## config.mk

```make
export PLATFORM = sky130hd
export DESIGN_NAME = alsu_cmd_sequencer
export DESIGN_NICKNAME = d
export VERILOG_FILES = /design/src/rtl/alsu_cmd_sequencer.sv
export SDC_FILE = /design/constraint.sdc
export NUM_CORES = 1
export LEC_CHECK = 0
export BUFFER_PORTS_ARGS = -buffer_cell sky130_fd_sc_hd__buf_2
export CORE_UTILIZATION = 54
export DETAILED_ROUTE_END_ITERATION = 8
export PLACE_DENSITY = 0.77
export SYNTH_ARGS = -nofsm -noshare
export SYNTH_HDL_FRONTEND = slang
export SYNTH_SLANG_ARGS = --single-unit
```

## constraint.sdc

```tcl
create_clock -name clk -period 4.05 [get_ports clk]
set_input_delay 0 -clock clk [delete_from_list [all_inputs] [get_ports clk]]
set_output_delay 0 -clock clk [all_outputs]
set_load 0.01 [all_outputs]
```

## src/rtl/alsu_cmd_sequencer.sv

```systemverilog
`default_nettype none
// ============================================================================
// Module   : alsu_cmd_sequencer
// Brief    : Command FIFO, single-issue ALSU driver and tagged result collector.
// Revision : 1.0 - initial release
// ============================================================================
module alsu_cmd_sequencer #(
    parameter int DEPTH        = 4,
    parameter int ALSU_LATENCY = 2
) (
    input  logic        clk,
    input  logic        rst,
    // command intake
    input  logic        in_valid,
    output logic        in_ready,
    input  logic [15:0] in_cmd,
    // ALSU drive
    output logic [2:0]  alsu_opcode,
    output logic [2:0]  alsu_A,
    output logic [2:0]  alsu_B,
    output logic        alsu_cin,
    output logic        alsu_serial_in,
    output logic        alsu_red_op_A,
    output logic        alsu_red_op_B,
    output logic        alsu_bypass_A,
    output logic        alsu_bypass_B,
    output logic        alsu_direction,
    // ALSU observation
    input  logic [5:0]  alsu_out,
    input  logic [15:0] alsu_leds,
    // result return
    output logic        res_valid,
    input  logic        res_ready,
    output logic [5:0]  res_data,
    output logic        res_err,
    output logic [3:0]  res_tag
);

    localparam int c_PTR_W = (DEPTH > 1) ? $clog2(DEPTH) : 1;
    localparam int c_CNT_W = $clog2(DEPTH + 1);
    localparam int c_LAT_W = (ALSU_LATENCY > 0) ? $clog2(ALSU_LATENCY + 1) : 1;

    localparam logic [c_CNT_W-1:0] c_FULL = c_CNT_W'(DEPTH);
    localparam logic [c_LAT_W-1:0] c_LAT  = c_LAT_W'(ALSU_LATENCY);

    localparam logic [1:0] c_ST_IDLE = 2'd0;
    localparam logic [1:0] c_ST_WAIT = 2'd1;
    localparam logic [1:0] c_ST_RESP = 2'd2;

    // ------------------------------------------------------------------------
    // Command FIFO
    // ------------------------------------------------------------------------
    logic [15:0]        r_mem [DEPTH];
    logic [c_PTR_W-1:0] r_wr_ptr;
    logic [c_PTR_W-1:0] r_rd_ptr;
    logic [c_CNT_W-1:0] r_count;

    logic        w_full;
    logic        w_empty;
    logic        w_push;
    logic        w_issue;
    logic        w_capture;
    logic [15:0] w_head;

    assign w_full   = (r_count == c_FULL);
    assign w_empty  = (r_count == '0);
    // Ready is forced low during reset so nothing is accepted while state is cleared.
    assign in_ready = ~rst & ~w_full;
    assign w_push   = in_valid & in_ready;
    assign w_head   = r_mem[r_rd_ptr];

    always_ff @(posedge clk) begin
        if (w_push) begin
            r_mem[r_wr_ptr] <= in_cmd;
        end
    end

    always_ff @(posedge clk or posedge rst) begin
        if (rst) begin
            r_wr_ptr <= '0;
            r_rd_ptr <= '0;
            r_count  <= '0;
        end else begin
            if (w_push) begin
                r_wr_ptr <= r_wr_ptr + c_PTR_W'(1);
            end
            if (w_issue) begin
                r_rd_ptr <= r_rd_ptr + c_PTR_W'(1);
            end
            case ({w_push, w_issue})
                2'b10:   r_count <= r_count + c_CNT_W'(1);
                2'b01:   r_count <= r_count - c_CNT_W'(1);
                default: r_count <= r_count;
            endcase
        end
    end

    // ------------------------------------------------------------------------
    // Sequencing FSM
    // ------------------------------------------------------------------------
    logic [1:0]         r_state;
    logic [1:0]         w_state_nxt;
    logic [c_LAT_W-1:0] r_cnt;

    always_ff @(posedge clk or posedge rst) begin
        if (rst) begin
            r_state <= c_ST_IDLE;
        end else begin
            r_state <= w_state_nxt;
        end
    end

    always_comb begin
        w_state_nxt = r_state;
        case (r_state)
            c_ST_IDLE: if (!w_empty)          w_state_nxt = c_ST_WAIT;
            c_ST_WAIT: if (r_cnt == c_LAT)    w_state_nxt = c_ST_RESP;
            c_ST_RESP: if (res_ready)         w_state_nxt = c_ST_IDLE;
            default:                          w_state_nxt = c_ST_IDLE;
        endcase
    end

    always_comb begin
        w_issue   = 1'b0;
        w_capture = 1'b0;
        res_valid = 1'b0;
        case (r_state)
            c_ST_IDLE: w_issue   = ~w_empty;
            c_ST_WAIT: w_capture = (r_cnt == c_LAT);
            c_ST_RESP: res_valid = 1'b1;
            default: ;
        endcase
    end

    // ------------------------------------------------------------------------
    // Drive, tag and result registers
    // ------------------------------------------------------------------------
    logic [15:0] r_cmd;
    logic [3:0]  r_tag_cnt;
    logic [3:0]  r_inflight_tag;
    logic [5:0]  r_res_data;
    logic        r_res_err;
    logic [3:0]  r_res_tag;

    always_ff @(posedge clk or posedge rst) begin
        if (rst) begin
            r_cmd          <= '0;
            r_cnt          <= '0;
            r_tag_cnt      <= '0;
            r_inflight_tag <= '0;
            r_res_data     <= '0;
            r_res_err      <= 1'b0;
            r_res_tag      <= '0;
        end else begin
            if (w_issue) begin
                r_cmd          <= w_head;
                r_cnt          <= '0;
                r_inflight_tag <= r_tag_cnt;
                r_tag_cnt      <= r_tag_cnt + 4'd1;
            end else if (r_state == c_ST_WAIT && !w_capture) begin
                r_cnt <= r_cnt + c_LAT_W'(1);
            end
            if (w_capture) begin
                r_res_data <= alsu_out;
                r_res_err  <= |alsu_leds;
                r_res_tag  <= r_inflight_tag;
            end
        end
    end

    // The held command keeps the ALSU re-evaluating it between issues.
    assign alsu_opcode    = r_cmd[15:13];
    assign alsu_A         = r_cmd[12:10];
    assign alsu_B         = r_cmd[9:7];
    assign alsu_cin       = r_cmd[6];
    assign alsu_serial_in = r_cmd[5];
    assign alsu_red_op_A  = r_cmd[4];
    assign alsu_red_op_B  = r_cmd[3];
    assign alsu_bypass_A  = r_cmd[2];
    assign alsu_bypass_B  = r_cmd[1];
    assign alsu_direction = r_cmd[0];

    assign res_data = r_res_data;
    assign res_err  = r_res_err;
    assign res_tag  = r_res_tag;

endmodule
`default_nettype wire

```

==> results.md <==
* TritonCTS clock tree: built
* GRT Util Overall at 0.188
* PwrDens at 703 mW/mm^2
* Summed area of non-filler cells in the final layout at 0.00522 mm^2
* Final Setup Violations at 0
* Routed vias/inst at about 5.3
* Result of the run: finished, final reports clean
* Top routing layer in use: met4
* Register bit total from synthesis at 110
* Max frequency at 0.442 GHz
* Series of cell instances along the critical path: nor2_1 -> a211oi_2 -> inv_1 -> ha_1 -> fa_1 -> xnor2_1 -> nor2_1 -> xor2_1
* Layout cell share with drive strength beyond 1 at 0.416
* Placer Congestion at 0.703
* Nets at around 370
* Die width at between 90 and 100 um
* IR drop worst, VDD at 0.410 mV
* Synth warn at 0
* Area taken by flip-flops and latches at 0.00307 mm^2
* Largest stage delay on the critical path at 0.48 ns
* Met2 routed wirelength at roughly 3700 um
* Standard-cell rows at 32
* Top cell by count, worst path: nor2_1
* Top cell family by delay on the critical path: adder cells
* Post-route clock period utilization at 0.559
* # IOs at 71
* Antenna violations before repair at 0
* RSZ-0062 raised after global routing: false
* Post-synthesis cell type count at 33
* Per-instance average area after synthesis at between 15 and 20 um^2
* Post-route clock skew at 0.00910 ns
* Startpoint Class: flop
* Final setup slack of the worst path at between 1.5 and 2 ns
* Kind of end point of the critical path: flop
* Detailed Routing Iterations Pass 1 at 4
* Shortest period the worst path allows at between 2 and 2.5 ns
* Clock Tree Root: clkbuf_8
* Share of synthesized area occupied by flip-flops and latches at 0.704
* Detail Route Antenna Nets at 0
* Sinks on Clock Net at 110
* Final global-route overflow total at 0
* Synthesized Nets at about 270
* Buffers & Inverters on Critical Path at 1
* Post-synthesis instance total at 223
* Max-capacitance violation count at 0
* Synthesized cell area at around 0.0044 mm^2
* Met3 wirelength from detailed routing at 341 um
* Clock H-tree levels at 3
* Min-delay worst type: input port to flop
* Starting density of the core at 0.562
* Critical Path Fanout Max at 7
* Largest net degree at the start of global routing at 47
* CP required at roughly 4.3 ns
* Clock buffer count from CTS at 9
* Routed wirelength normalized by instance count at approximately 17 um
* Pleak at ~2.1 nW
* Slowest cell on crit path: a211oi_2
* Fill cell total of the finished layout at approximately 520
* Max Transition Viols Final at 0
* Sum of internal, switching and leakage power at 3.67 mW
* Violation count after the first detailed-routing iteration at 121
* Buffer depth of the longest clock path at 2
* Worst slew pin tran at just over 1 ns
* First-pass GRT wire length at about 12000 um
* DP Area at between 0.004 and 0.005 mm^2
* Core box area at slightly below 0.008 mm^2
* Arrival time of the worst setup path at 2.55 ns
* Growth of design area from synthesis to finish at 19.7%
* Core Util, Final at 0.673
* Worst slew margin at 0.329
* Final wirelength at between 7000 and 8000 um
* Quantity of I/O buffers inserted on ports at 70
* Number of diodes at 0
* Vias in the first global route at between 2000 and 2500
* Multi-input gate area at approximately 0.0012 mm^2
* Classification of the worst setup path: flop to flop
* Summed negative setup slack over all endpoints at 0 ns
* Final count of hold timing violations at 0
* Vertical extent of the die at slightly above 90 um
* Detailed-route DRC error count at 0
* Post-DP HPWL at roughly 4400 um
* Total via count after detailed routing at between 2000 and 2500
* Routed length on met1 at between 3000 and 4000 um
* Number of buffers inserted by post-CTS setup repair at 0
* Source-to-sink clock delay at the later pin of the worst-skew pair at ~0.36 ns
* Worst setup timing slack at the placement stage at 1.82 ns
* Die area at ~0.0084 mm^2
* Clock-pin slew on the worst setup and hold paths at 0.09 ns
## worst register-to-register path: cells and delay by family (launching register included)
| family | cells | cell delay [ns] |
|---|---|---|
| buffers and inverters | 1 | 0.11 |
| flip-flops | 1 | 0.44 |
| adder cells (fa/ha/maj) | 2 | 0.64 |
| AO/OA/AOI/OAI | 1 | 0.48 |
| AND/OR/NAND/NOR | 2 | 0.23 |
| XOR/XNOR | 2 | 0.29 |
## sequential cells by signal, summed over array words and instances, names as in the netlist
| signal | flops |
|---|---|
| r_cmd | 16 |
| r_cnt | 2 |
| r_count | 3 |
| r_inflight_tag | 4 |
| r_mem | 64 |
| r_rd_ptr | 2 |
| r_state | 2 |
| r_tag_cnt | 4 |
| r_wr_ptr | 2 |
| res_data | 6 |
| res_err | 1 |
| res_tag | 4 |
## layout make-up
class,instances,area share
sequential,110,0.588
tap,102,0.0244
clock inverter,6,0.0134
timing repair buffer,95,0.114
multi-input combinational,97,0.228
inverter,9,0.00743
clock buffer,10,0.0244
## placed cells by master (no fill, tap or decap), types with 2 or more instances in the layout
cell type      count
buf_2             70
edfxtp_1          64
dfrtp_1           46
dlygate4sd3_1     24
mux4_2            16
mux2_4            16
mux2_2            12
xnor2_1            9
clkbuf_8           9
inv_1              7
ha_1               7
mux2_1             5
nor2_1             4
and2_1             4
nor4_1             4
inv_6              3
nand3_1            3
clkinvlp_4         3
o21ai_0            2
## routing by layer
layer / up-vias / track usage
met1: 1132 / 0.225
met2: 76 / 0.330
met4: 0 / 0.0612
met3: 9 / 0.0522
met5: - / 0
li1: 1040 / -
## power by group
part | total [mW] | internal (mW) | switching, mW
registers | 1.71 | 1.51 | 0.204
logic | 1.31 | 0.739 | 0.572
clock network | 0.649 | 0.291 | 0.359
total | 3.67 | 2.54 | 1.13
## logic make-up (layout without fill, tap and decap cells)
logic type / after synthesis / after routing / synth area share
muxes: 50 / 50 / 0.184
adders and majority gates: 8 / 8 / 0.0247
AOI/OAI and AO/OA: 4 / 4 / 0.00631
DFF: 110 / 110 / 0.704
and+or+nand+nor: 25 / 25 / 0.0376
xor gates and xnor gates: 10 / 10 / 0.0201
buffers and inverters: 16 / 120 / 0.0235
## through the flow
stage                     hold WS, ns  std cells
after floorplan                0.0441        223
after CTS                      0.0538        429
after global routing           0.0731        429
after global placement          0.211        389
after detailed placement        0.220        389
final                          0.0641        429
## repair_timing
item / 4_1_cts / 5_1_grt
hold buffers: 24 / 0
hold endpoints to repair: 117 / 0
resized for setup: 0 / 0
## synth_stat cells, drive strengths merged
library cell,count,area (um^2)
edfxtp,64,1920
dfrtp,46,1150
mux2,33,432
mux4,16,360
inv,9,38.8
xnor2,9,78.8
buf,7,63.8
ha,7,87.6
nor2,5,21.3
and2,4,25.0
nor4,4,25.0
nand3,3,15.0
nand2,2,23.8
o21ai,2,10.0
a211oi,1,12.5
a21oi,1,5.00
and3,1,6.26
and4,1,8.76
fa,1,20.0
mux2i,1,10.0
nand2b,1,6.26
nand3b,1,7.51
nor3b,1,7.51
or2,1,6.26
or3,1,11.3
xor2,1,8.76
## path summary, 6_finish.rpt
path                          startpoint      endpoint  slack (ns)  cells past startpoint
setup / recovery              r_count[0]    r_count[2]        1.79                      8
hold / removal             alsu_leds[14]       res_err        0.06                      4
setup reg to reg              r_count[0]    r_count[2]        1.79                      8
hold reg to reg             r_tag_cnt[3]  r_tag_cnt[3]        0.49                      1
max in group asynchronous            rst      r_cmd[7]        2.96                      3
min in group asynchronous            rst     r_cmd[11]        0.46                      3
(Power assumes the default switching activity.)
